### config.mk
export PLATFORM = sky130hd
export DESIGN_NAME = midi_uart_rx
export DESIGN_NICKNAME = d
export VERILOG_FILES = /design/src/rtl/midi_uart_rx.sv
export SDC_FILE = /design/constraint.sdc
export NUM_CORES = 1
export LEC_CHECK = 0
export CORE_MARGIN = 1.5
export CORE_UTILIZATION = 30
export CTS_CLUSTER_DIAMETER = 60
export DETAILED_ROUTE_END_ITERATION = 8
export PLACE_DENSITY = 0.56
export SYNTH_ARGS = -nofsm -noshare
export SYNTH_HDL_FRONTEND = slang
export SYNTH_SLANG_ARGS = --single-unit
### constraint.sdc
create_clock -name CLK -period 1.7 [get_ports CLK]
set_input_delay 0.17 -clock CLK [delete_from_list [all_inputs] [get_ports CLK]]
set_output_delay 0.17 -clock CLK [all_outputs]
set_load 0.01 [all_outputs]
### src/rtl/midi_uart_rx.sv
// -----------------------------------------------------------------------------
// midi_uart_rx
//   Serial receiver for the MIDI input (31250 baud, 8N1, LSB first). The line
//   is resynchronised, oversampled OVS times per bit by a free-running tick
//   divider, and framed by a small FSM. Each correctly framed byte is
//   presented on DATA with a one-clock VALID strobe. A low stop bit gives a
//   one-clock FERR strobe, and the receiver then waits in BRK until the line
//   returns high.
//
//   Optional feature: define MIDI_RX_MAJORITY_EN to decide every start, data
//   and stop bit by a 2-of-3 vote over the ticks mid-1, mid and mid+1. The
//   decision lands one tick later than in the default single-sample build.
//
// Ports
//   CLK    in   system clock, rising edge
//   RST_N  in   synchronous reset, active-low
//   RXD    in   asynchronous serial line, idle high
//   DATA   out  [7:0] last correctly framed byte
//   VALID  out  one-CLK strobe, DATA has just been updated
//   FERR   out  one-CLK strobe, stop bit sampled low
//   BUSY   out  high whenever the receiver is not idle
// -----------------------------------------------------------------------------
module midi_uart_rx #(
  parameter int CLK_FREQ = 100_000_000,
  parameter int BAUD     = 31250,
  parameter int OVS      = 16,
  parameter int DIV      = CLK_FREQ / (BAUD * OVS),
  parameter int DW       = 8
) (
  input  logic       CLK,
  input  logic       RST_N,
  input  logic       RXD,
  output logic [7:0] DATA,
  output logic       VALID,
  output logic       FERR,
  output logic       BUSY
);

  localparam int PW = $clog2(OVS);

`ifdef MIDI_RX_MAJORITY_EN
  // The vote needs the mid+1 sample, so the start decision moves one tick
  // later. Every later bit inherits that shift through the phase counter.
  localparam int VOTE_LAT = 1;
`else
  localparam int VOTE_LAT = 0;
`endif

  localparam logic [DW-1:0] C_DIV_MAX   = DW'(DIV - 1);
  localparam logic [PW-1:0] C_START_MID = PW'(OVS / 2 - 1 + VOTE_LAT);
  localparam logic [PW-1:0] C_BIT_MID   = PW'(OVS - 1);

  typedef enum logic [2:0] {
    S_IDLE,
    S_START,
    S_DATA,
    S_STOP,
    S_BRK
  } state_t;

  logic          r_rx_meta;
  logic          r_rxs;
  logic [DW-1:0] r_div_cnt;
  logic          w_tick;
  logic          w_bit;
  state_t        r_state;
  logic [PW-1:0] r_phase;
  logic [2:0]    r_bit;
  logic [7:0]    r_shift;
  logic [7:0]    r_data;
  logic          r_valid;
  logic          r_ferr;
  logic          r_busy;

  // Two-flop synchroniser on the asynchronous line.
  // NOTE: these reset to 1 (the idle level). Resetting them to 0 would look
  // like a start edge the moment reset is released.
  always_ff @(posedge CLK) begin
    if (!RST_N) begin
      r_rx_meta <= 1'b1;
      r_rxs     <= 1'b1;
    end else begin
      // NOTE: non-blocking so that r_rxs takes the old r_rx_meta. This gives
      // two real flop stages rather than one collapsed stage.
      r_rx_meta <= RXD;
      r_rxs     <= r_rx_meta;
    end
  end

  // Free-running oversample divider. It is never re-phased by the line, which
  // bounds start-edge detection jitter to one tick.
  always_ff @(posedge CLK) begin
    if (!RST_N) begin
      r_div_cnt <= '0;
    end else if (w_tick) begin
      r_div_cnt <= '0;
    end else begin
      r_div_cnt <= r_div_cnt + 1'b1;
    end
  end

  assign w_tick = (r_div_cnt == C_DIV_MAX);

`ifdef MIDI_RX_MAJORITY_EN
  // History of the two previous tick samples. At a decision tick these hold
  // mid-1 and mid, and r_rxs supplies mid+1.
  logic [1:0] r_smp;

  always_ff @(posedge CLK) begin
    if (!RST_N) begin
      r_smp <= 2'b11;
    end else if (w_tick) begin
      r_smp <= {r_smp[0], r_rxs};
    end
  end

  assign w_bit = (r_smp[1] & r_smp[0]) | (r_smp[1] & r_rxs) | (r_smp[0] & r_rxs);
`else
  assign w_bit = r_rxs;
`endif

  // Framing FSM. Everything except the strobe clear advances only on ticks.
  always_ff @(posedge CLK) begin
    if (!RST_N) begin
      r_state <= S_IDLE;
      r_phase <= '0;
      r_bit   <= '0;
      r_shift <= '0;
      r_data  <= '0;
      r_valid <= 1'b0;
      r_ferr  <= 1'b0;
      r_busy  <= 1'b0;
    end else begin
      // Strobes default low every clock so each pulse is exactly one CLK wide.
      r_valid <= 1'b0;
      r_ferr  <= 1'b0;
      if (w_tick) begin
        case (r_state)
          S_IDLE: begin
            if (!r_rxs) begin
              r_state <= S_START;
              r_phase <= '0;
              r_busy  <= 1'b1;
            end
          end

          S_START: begin
            if (r_phase == C_START_MID) begin
              if (!w_bit) begin
                r_state <= S_DATA;
                r_phase <= '0;
                r_bit   <= '0;
              end else begin
                // Line was high again at mid start bit, so treat it as a glitch.
                r_state <= S_IDLE;
                r_busy  <= 1'b0;
              end
            end else begin
              r_phase <= r_phase + 1'b1;
            end
          end

          S_DATA: begin
            if (r_phase == C_BIT_MID) begin
              // Right shift: the first (LSB) sample ends up in bit 0.
              r_shift <= {w_bit, r_shift[7:1]};
              r_phase <= '0;
              r_bit   <= r_bit + 1'b1;
              if (r_bit == 3'd7) begin
                r_state <= S_STOP;
              end
            end else begin
              r_phase <= r_phase + 1'b1;
            end
          end

          S_STOP: begin
            if (r_phase == C_BIT_MID) begin
              // IDLE is re-entered at mid stop, so a start edge in the second
              // half of the stop bit is already seen.
              if (w_bit) begin
                r_data  <= r_shift;
                r_valid <= 1'b1;
                r_state <= S_IDLE;
                r_busy  <= 1'b0;
              end else begin
                r_ferr  <= 1'b1;
                r_state <= S_BRK;
              end
            end else begin
              r_phase <= r_phase + 1'b1;
            end
          end

          S_BRK: begin
            // A held-low line (break or unplugged cable) must not produce a
            // stream of frames. Wait for the line to go high first.
            if (r_rxs) begin
              r_state <= S_IDLE;
              r_busy  <= 1'b0;
            end
          end

          default: begin
            r_state <= S_IDLE;
            r_busy  <= 1'b0;
          end
        endcase
      end
    end
  end

  assign DATA  = r_data;
  assign VALID = r_valid;
  assign FERR  = r_ferr;
  assign BUSY  = r_busy;

endmodule

==> reports/results.ini <==
[run_status]
outcome = complete, no violations

[sta]
hold_violations = 0
setup-violations-final = 0
tns_ns = 0
skew_ns = 0.0116
max_freq_mhz = 598
period_needed_ns = 1.67
slew_viol_final = 0
rsz0062_at_grt = yes
worst_pin_slew_ns = 0.347
slew_headroom_pct = 76.7
finalCritPeriodShare_pct = 98.3

[power_and_ir_drop]
ir_worst_vdd_mv = 0.349
p_clk_share_pct = 39.2
power_density_nw_per_um2 = 673
pwr-share-seq_pct = 56.9
p_int_uw = 1240
power_switching_uw = 397
p_sw_share_pct = 24.3
p_comb_share_pct = 3.9
p_leak_uw = 0.000897

[clock_network]
cts_buffers = 5
clockBufferDepth = 2
cts-hold-fix-buffers = 0
h-tree-depth = 2
clk-insertion-delay-late_ns = 0.30
clkSinkCount = 39
clockRootBuffer = clkbuf_8
clk_pin_slew_ns = 0.09
cts_tree = built

[grt]
gr-total-overflow = 0
grt_first_pass_wirelength_mm = 6.80
antenna_found_initial = 0
grt_max_degree = 26
grt_pass1_vias = 1465
grt_usage_pct = 13.7

[critical_path]
cp.required_ns = 1.93
cp-end-kind = register
cp_max_fo = 4
reg2reg_depth = 6
worstPathArrival_ns = 1.90
rr_startpoint = r_phase[0]
crit_type = reg -> reg
cp-startpoint = r_phase[0]
regToRegSetupSlack_ns = 0.03
crit_path_start_kind = register

[logic_synthesis]
synth_seq_area_share_pct = 45.1
synth_area_leaders = dfxtp_1, mux2i_1, nand2_1, nor2_1, a21oi_1
synth_top_area_share_pct = 45.1
yosys.cell_types.count = 49
synth-main-ff-cell = dfxtp_1
yosysMostFrequentCell = dfxtp_1
synth-edff-count = 0
ys_top_cells_by_count = dfxtp_1, nand2_1, nor2_1, mux2i_1, a21oi_1
synth_cells = 192
syn_nets = 199
syn_area_um2 = 1730
avgSynthCellArea_um2 = 9.02
async_flop_share_pct = 0
yosys_register_bits = 39
synth_area_leader_cell = dfxtp_1
ys_warn_count = 0

[run]
cap_viol_max_count = 0

[placed_design]
gp_congestion = 0.812
hpwl_mm = 2.67
io_buffers = 13
dp_cells = 307
placed_cell_area_um2 = 2210

[routing]
vias = 1497
post_drt_via_cell_ratio = 4.72
wl_per_cell_um = 12.2
drt_iter0_drc = 43
ant_nets = 0
dr.pass1.iters = 4
wl_mm = 3.86
remaining_drc_errors = 0

[floorplan]
ios = 14
die_w_um = 79.0
initial_utilization_pct = 31.3
dieArea_um2 = 6240
rows = 27
die_h_um = 79.0
core_area_um2 = 5540

[final_layout]
num-nets-final = 251
insertedDiodeCount = 0
finalNonFillerCells = 317
area_growth_pct = 40.2
drive_gt1_share_pct = 31.8
num-fill-cells = 579
post-route-cell-area_um2 = 2430

[hold_path]
hold_depth = 1
min_from = r_rx_meta
holdCritPathClass = reg -> reg

==> cell families (layout without fill, tap and decap cells) <==
kind of cell,Yosys count,in the layout,share of synthesized area [%]
simple gates,80,80,23.5
flops,39,39,45.1
compound gates,33,33,13.3
buf+inv,17,70,4.70
mux,13,13,7.51
xor+xnor,6,6,3.04
fa+ha+maj,4,4,2.89
==> power by group through the flow <==
stage	Clock, uW	Combinational (uW)	Sequential, uW
after detailed placement	0	60.6	948
after global routing	692	72.2	931
after CTS	659	61.0	926
after global placement	0	60.0	947
final	641	63.6	929
after floorplan	0	28.9	948
==> timing repair <==
action	in CTS	in global routing
gates resized for setup	4	24
gates cloned	0	0
pin swaps	2	7
setup buffers	0	3
setup endpoints to repair	16	27
==> cell usage in the layout (no fill, tap or decap), types with 6 or more instances in the layout <==
| cell | Yosys | routed |
|---|---|---|
| buf_4 | 2 | 38 |
| dfxtp_1 | 39 | 29 |
| nand2_1 | 27 | 27 |
| nor2_1 | 20 | 20 |
| clkdlybuf4s50_1 | 0 | 13 |
| mux2i_1 | 13 | 12 |
| a21oi_1 | 12 | 11 |
| dfxtp_2 | 0 | 10 |
| inv_1 | 7 | 7 |
| nand3_1 | 6 | 6 |
==> routing by layer <==
metal / up-vias / track usage (%) / part of all wire, %
li1: 779 / - / -
met1: 692 / 18.0 / 49
met2: 21 / 22.1 / 46
met3: 5 / 3.10 / 2.8
met4: 0 / 4.74 / 1.5
met5: - / 0 / 0
==> metrics by stage <==
stage          hold slack (ns)  worst slack, ns  power [uW]  util [%]
2_1_floorplan            0.243           0.0218         977         -
3_3_place_gp             0.390          -0.0885        1010      40.0
3_5_place_dp             0.396           -0.113        1010      40.0
4_1_cts                  0.415           0.0115        1650      41.9
5_1_grt                  0.434          -0.0513        1700      43.8
6_report                 0.412           0.0281        1630      43.8
==> worst paths after layout <==
check	endpoint
min	r_rxs
max	r_phase[2]
max reg2reg	r_phase[2]
min reg2reg	r_rxs
==> flip-flops by register name, summed over array words and instances (netlist names), 3 cells and up <==
| name | flops |
|---|---|
| r_bit | 3 |
| r_div_cnt | 8 |
| r_phase | 4 |
| r_shift | 8 |
| DATA | 8 |
| r_state | 3 |
==> layout make-up <==
type | instances | area, um^2 | share of cell area, %
clock buffer | 5 | 68.8 | 2.84
sequential | 39 | 793 | 32.7
multi-input combinational | 136 | 975 | 40.2
inverter | 9 | 33.8 | 1.39
timing repair buffer | 53 | 447 | 18.4
clock inverter | 3 | 20.0 | 0.825
tap | 72 | 90.1 | 3.71
==> worst max-delay path, stage by stage (launching register included) <==
cell	delay, ns
dfxtp_2	0.34
ha_4	0.18
nand4_4	0.11
o21ai_2	0.07
or4_1	0.41
or4_1	0.40
o211ai_1	0.09
Note: power is estimated with default switching activity, not from simulation.
